==> config.mk <==
export PLATFORM = sky130hd
export DESIGN_NAME = ram2x4_ctrl
export DESIGN_NICKNAME = d
export VERILOG_FILES = /design/src/rtl/ram2x4_ctrl.sv
export SDC_FILE = /design/constraint.sdc
export NUM_CORES = 1
export LEC_CHECK = 0
export CORE_MARGIN = 1
export CORE_UTILIZATION = 43
export CTS_CLUSTER_SIZE = 8
export DETAILED_ROUTE_END_ITERATION = 8
export GPL_TIMING_DRIVEN = 0
export PLACE_DENSITY = 0.76
export SLEW_MARGIN = 10
export SYNTH_ARGS = -nofsm -noshare
export SYNTH_HDL_FRONTEND = slang
export SYNTH_SLANG_ARGS = --single-unit
export TNS_END_PERCENT = 1
==> constraint.sdc <==
create_clock -name clk -period 2.55 [get_ports clk]
set_clock_uncertainty 0.05 [all_clocks]
set_input_delay 0.765 -clock clk [delete_from_list [all_inputs] [get_ports clk]]
set_output_delay 0.765 -clock clk [all_outputs]
set_load 0.05 [all_outputs]
==> src/rtl/ram2x4_ctrl.sv <==
// ram2x4_ctrl -- access controller for a 2-word RAM with a
// clear / readWrite / address / data-in / data-out port set.
//
// Accepts read, write, clear-memory and self-test commands over a
// req/busy/done handshake and sequences the RAM pins one state per cycle.
//
// Ports:
//   clk, clear          clock, synchronous active-high reset
//   req, op, addr, wdata command request (op: 00 rd, 01 wr, 10 test, 11 clr)
//   busy, done          handshake status (done is a one-cycle pulse)
//   rdata, err          last read word, self-test mismatch flag
//   mem_d, mem_rw,
//   mem_addr, mem_clr   RAM drive pins (mem_rw=1 writes at the next edge)
//   mem_q               RAM data-out, combinational for mem_addr
//
// Every output is a register loaded from the state being entered, so the
// mem_* pins hold their value for the whole cycle spent in a state.
module ram2x4_ctrl #(
  parameter int                DATA_W  = 4,
  parameter logic [DATA_W-1:0] PATTERN = 4'b1100
) (
  input  logic              clk,
  input  logic              clear,
  input  logic              req,
  input  logic [1:0]        op,
  input  logic              addr,
  input  logic [DATA_W-1:0] wdata,
  output logic              busy,
  output logic              done,
  output logic [DATA_W-1:0] rdata,
  output logic              err,
  output logic [DATA_W-1:0] mem_d,
  output logic              mem_rw,
  output logic              mem_addr,
  output logic              mem_clr,
  input  logic [DATA_W-1:0] mem_q
);

  typedef enum logic [3:0] {
    S_IDLE, S_WR, S_RD, S_CLR, S_TW0, S_TW1, S_TR0, S_TR1, S_DONE
  } state_t;

  state_t state, state_n;

  logic              busy_n, done_n, mem_rw_n, mem_addr_n, mem_clr_n;
  logic [DATA_W-1:0] mem_d_n;

  always_ff @(posedge clk) begin
    if (clear) state <= S_IDLE;
    else       state <= state_n;
  end

  always_comb begin
    state_n = state;
    case (state)
      S_IDLE: if (req) begin
        case (op)
          2'b00:   state_n = S_RD;
          2'b01:   state_n = S_WR;
          2'b10:   state_n = S_TW0;
          default: state_n = S_CLR;
        endcase
      end
      S_WR, S_RD, S_CLR, S_TR1: state_n = S_DONE;
      S_TW0:                    state_n = S_TW1;
      S_TW1:                    state_n = S_TR0;
      S_TR0:                    state_n = S_TR1;
      default:                  state_n = S_IDLE;
    endcase
  end

  // Output values for the state being entered. WR and RD are only ever
  // entered from IDLE on the accepting edge, so the live addr/wdata are the
  // request's values; the output registers themselves hold them afterwards.
  always_comb begin
    busy_n     = (state_n != S_IDLE);
    done_n     = (state_n == S_DONE);
    mem_rw_n   = 1'b0;
    mem_clr_n  = 1'b0;
    mem_addr_n = 1'b0;
    mem_d_n    = '0;
    case (state_n)
      S_WR:  begin mem_rw_n = 1'b1; mem_addr_n = addr; mem_d_n = wdata; end
      S_RD:  mem_addr_n = addr;
      S_CLR: mem_clr_n = 1'b1;
      S_TW0: begin mem_rw_n = 1'b1; mem_addr_n = 1'b0; mem_d_n = PATTERN; end
      S_TW1: begin mem_rw_n = 1'b1; mem_addr_n = 1'b1; mem_d_n = ~PATTERN; end
      S_TR0: mem_addr_n = 1'b0;
      S_TR1: mem_addr_n = 1'b1;
      default: ;
    endcase
  end

  always_ff @(posedge clk) begin
    if (clear) begin
      busy     <= 1'b0;
      done     <= 1'b0;
      mem_rw   <= 1'b0;
      mem_clr  <= 1'b0;
      mem_addr <= 1'b0;
      mem_d    <= '0;
    end else begin
      busy     <= busy_n;
      done     <= done_n;
      mem_rw   <= mem_rw_n;
      mem_clr  <= mem_clr_n;
      mem_addr <= mem_addr_n;
      mem_d    <= mem_d_n;
    end
  end

  // Read data is taken from mem_q at the end of each read-state cycle.
  // err is cleared on acceptance and then only ever set during TR0/TR1.
  always_ff @(posedge clk) begin
    if (clear) begin
      rdata <= '0;
      err   <= 1'b0;
    end else begin
      if (state == S_IDLE && req) err <= 1'b0;
      if (state == S_RD) rdata <= mem_q;
      if (state == S_TR0 && mem_q != PATTERN) err <= 1'b1;
      if (state == S_TR1) begin
        rdata <= mem_q;
        if (mem_q != ~PATTERN) err <= 1'b1;
      end
    end
  end

endmodule

Word-level counts from Yosys, hierarchy flattened --
Index checks and enable logic that the tools add are counted.
Word-level totals: register bits after elaboration 18, input port bits 14
Operators by class: reduce and logical (&&, ||, !) cells 10, equal/unequal tests 18, mux-type cells 13
Operators by type and width (count):
- $eq A4 B3 Y1 const B | 7
- $pmux W4 S5 | 1
- $eq A4 B2 Y1 const B | 4
- $mux W4 | 3
- $pmux W4 S3 | 1
- $pmux W3 S3 | 1
- $eq A4 B1 Y1 const B | 2
- $mux W1 | 6
- $eq A4 B4 Y1 const B | 1
- $logic_not A4 Y1 | 1
- $ne A4 B2 Y1 const B | 1
- $ne A4 B4 Y1 const B | 1
- $reduce_bool A4 Y1 | 1
- $reduce_or A2 Y1 | 2
- $reduce_or A4 Y1 | 1
- $reduce_or A3 Y1 | 1
- $eq A2 B1 Y1 const B | 1
- $eq A2 B2 Y1 const B | 1
- $logic_and A1 B1 Y1 | 2
- $logic_not A2 Y1 | 1
- $pmux W1 S2 | 1
- $reduce_bool A2 Y1 | 1

Longest topological paths before layout --
Gate-level depths: netlist of run 1.
depth in word-level cells 7, gate-level depth with buffers 7

Worst setup path after synthesis of run 1 --
OpenSTA, ideal clock, no wires.
path kind input port to flip-flop, from input op[0], to register mem_d[2], stages on the path 7, buffers on the path 1, data arrival time 1902 ps, required time 2429 ps, path slack 527 ps, path through inv_1 ha_1 a2111oi_0 or2_2 clkbuf_1 nand4_1 a21oi_1
On the way: cells in the longest elaborated chain, start to end 6, elaborated cells between the ends (all ways) 10, classes of those cells 5 x eq/ne; 4 x mux; 1 x reduce/logical
Ends and longest elaborated chain:
- start, declared | RTL line 25 | input logic [1:0] op,
- $eq A2 B2 Y1 (tied with other cells) | RTL line 57 | case (op)
- $pmux W3 S3 * | RTL line 57
- $mux W4 * | RTL line 56 | S_IDLE: if (req) begin
- $pmux W4 S5 * | RTL line 55 | case (state)
- $eq A4 B3 Y1 / $eq A4 B1 Y1 (equally long branches) | RTL line 82 | case (state_n)
- $pmux W4 S3 * | RTL line 82
- end signal, assigned | RTL line 108 | mem_d <= mem_d_n;
- end, declared | RTL line 32 | output logic [DATA_W-1:0] mem_d,
Mark *: on every way between the ends. The rest lies on a longest branch, timed or not. A chain may end at the register's enable or synchronous reset.

Worst setup path in the final report of run 1 --
from input op[0], to register mem_d[3]
The elaborated chain is that of the path after synthesis.

==> impl_metrics.env, run 1 <==
export IMPL_via_count=743
export IMPL_synth_compound_area_frac=0.149
export IMPL_finalSetupViolations=0
export IMPL_synth_edf_count=0
export IMPL_p_switching_mw=0.401
export IMPL_synth_fa_ha_area_frac=0.0459
export IMPL_via_per_inst=5.31
export IMPL_core_area_um2=1750
export IMPL_hp_class="flip-flop to flip-flop"
export IMPL_rsz0062_at_grt="false"
export IMPL_gp_congestion=0.805
export IMPL_ctsLongestPathBuffers=2
export IMPL_start_util=0.468
export IMPL_grt_first_pass_wirelength_um=2730
export IMPL_ys_flop_type="dfxtp_1"
export IMPL_p_comb_frac=0.464
export IMPL_clockRootBuffer="clkbuf_4"
export IMPL_p_int_mw=0.599
export IMPL_p_seq_frac=0.360
export IMPL_layout_common_cells="clkdlybuf4s50_1 (27), dfxtp_1 (18), nor2_1 (8), a21oi_1 (8)"
export IMPL_powerDensity_nw_per_um2=868
export IMPL_ff_latch_area_um2=360
export IMPL_io_pins=28
export IMPL_synth_distinct_cells=33
export IMPL_synth_top_family_by_area="simple AND/OR/NAND/NOR gates"
export IMPL_yosys_area_share_simple=0.268
export IMPL_crit_path_end_kind="flip-flop"
export IMPL_cts_htree_levels=1
export IMPL_outcome="completed"
export IMPL_yosys_area_top_type="dfxtp_1"
export IMPL_synth_async_reset_ratio=0
export IMPL_drv_slew=0
export IMPL_die_h_um=45.6
export IMPL_dpl_cell_area_um2=1120
export IMPL_period_share=0.932
export IMPL_r2r_start="state[0]"
export IMPL_ys_seq_area_frac=0.441
export IMPL_final_common_cell="clkdlybuf4s50_1"
export IMPL_path_class="input port to flip-flop"
export IMPL_die_area_um2=2080
export IMPL_synthMuxAreaShare=0.0490
export IMPL_cts_resized_gates=0
export IMPL_wl_per_cell_um=11.8
export IMPL_rows=15
export IMPL_cts_hold_buf=0
export IMPL_first_iter_violations=19
export IMPL_cp_startpoint="op[0]"
export IMPL_synth_xor_area_frac=0.0107
export IMPL_die_w_um=45.6
export IMPL_fin_util=0.660
export IMPL_cp_data_required_time_ps=2670
export IMPL_cts_sink_count=18
export IMPL_dr_pass1_iters=4
export IMPL_clk_pin_slew_ps=110
export IMPL_slew_headroom=0.666
export IMPL_final_nets=133
export IMPL_grt_max_degree=11
export IMPL_ant_nets=0
export IMPL_area_growth_pct=41.0
export IMPL_post_place_ws_ps=-232
export IMPL_tightestPinTransition_ps=499
export IMPL_yosysWarnings=0
export IMPL_max_freq_mhz=421
export IMPL_drive_gt1_frac=0.113
export IMPL_io_buffer_count=27
export IMPL_wl_um=1650
export IMPL_final_hold_viol_count=0
export IMPL_synth_top_area_frac=0.441
export IMPL_overflow=0
export IMPL_synth_area_leaders="dfxtp_1 (44%), a21oi_1 (4.9%), mux2i_1 (4.9%)"
export IMPL_synth_area_um2=817
export IMPL_p_clk_frac=0.176
export IMPL_syn_area_per_cell_um2=9.61
export IMPL_dp_hpwl_um=1230
export IMPL_grt_util_all_layers=0.184
export IMPL_drv_cap=0
export IMPL_cp_start_kind="input port"
export IMPL_antenna_found_initial=0
export IMPL_crit_fanout=10
export IMPL_cts_made_buffers=3
export IMPL_cts_setup_buffers=0
export IMPL_drc=0
export IMPL_cts_tree="yes"
export IMPL_critPathArrivalTime_ps=2490
export IMPL_insertion_delay_ps=290
export IMPL_timing_final_crit_period_ps=2380
export IMPL_vdd_drop_max_v=0.000374
export IMPL_leakage_nw=0.424
export IMPL_synth_nets=102
export IMPL_synth_seq_cells=18
export IMPL_sw_frac_of_total=0.401
export IMPL_grt_pass1_vias=645
export IMPL_hold_start="err"
export IMPL_design_area_um2=1150
export IMPL_multiInputGateArea_um2=427
export IMPL_synthCells=85
export IMPL_finalWorstSetupSlack_ps=174
export IMPL_antennaDiodeCount=0
export IMPL_fill_cells=145
[Yosys cell counts, types with 3 or more instances]
cell      count
dfxtp_1      18
a21oi_1       8
nor2_1        8
clkbuf_1      5
mux2i_1       4
nand3_1       4
ha_1          3
nand4_1       3
[kinds of logic after synthesis]
group           Yosys count
buf+inv                   8
flops                    18
xor+xnor                  1
mux                       4
fa+ha+maj                 3
compound gates           17
simple gates             34
[worst paths after layout]
kind              slack [ps]  cells after the start        to
setup / recovery         170                      8  mem_d[3]
hold / removal           450                      2       err
setup reg to reg         790                      4  mem_addr
hold reg to reg          450                      2       err
[state kept, by name (all words and copies together) (netlist names)]
name,count
mem_d,4
rdata,4
state,4
busy,1
done,1
err,1
mem_addr,1
mem_clr,1
mem_rw,1
[critical path, cell delays in order]
cell             delay (ps)
clkdlybuf4s50_1         510
inv_1                    60
ha_1                    270
nand4bb_1               110
a221o_1                 350
clkbuf_2                210
nand3_1                 150
a21oi_1                  70
[per-layer routing]
metal | wire length [um] | up-vias | part of all wire | global-route usage
met5 | 0 | - | 0 | 0
met1 | 727 | 338 | 0.44 | 0.240
met2 | 788 | 32 | 0.48 | 0.294
met4 | 13 | 0 | 0.0079 | 0.0727
met3 | 115 | 2 | 0.070 | 0.0357
li1 | - | 371 | - | -
[per-stage QoR]
| step | cells | hold WS [ps] | power [mW] | setup TNS [ps] |
|---|---|---|---|---|
| 3_5_place_dp | 137 | 426 | 0.831 | -1410 |
| 6_report | 140 | 453 | 1.00 | 0 |
| 5_1_grt | 140 | 503 | 1.06 | 0 |
| 4_1_cts | 141 | 448 | 1.01 | 0 |
| 2_1_floorplan | 85 | 471 | 0.695 | 0 |
| 3_3_place_gp | 137 | 428 | 0.826 | -1380 |
[power by group through the flow]
stage	Sequential, mW	Clock, mW	Combinational [mW]
after floorplan	0.493	0	0.202
after global placement	0.366	0	0.460
after detailed placement	0.366	0	0.465
after CTS	0.360	0.182	0.467
after global routing	0.369	0.196	0.498
final	0.360	0.176	0.465
[final cells by class]
cell class,count,area share
multi-input cells,59,0.370
flip-flops and latches,18,0.313
repair buffers,27,0.235
clock buffers,4,0.0315
well taps,25,0.0271
plain buffers,4,0.0141
inverters,3,0.00977
Power figures use the tool's default switching activity.
==> run 2: changes to the inputs <==
--- a/config.mk
+++ b/config.mk
@@ -5,6 +5,7 @@
 export SDC_FILE = /design/constraint.sdc
 export NUM_CORES = 1
 export LEC_CHECK = 0
+export CAP_MARGIN = 20
 export CORE_MARGIN = 1
 export CORE_UTILIZATION = 43
 export CTS_CLUSTER_SIZE = 8
==> results of run 2 <==
No change in the layout: final DEF, timing and power equal those of run 1.
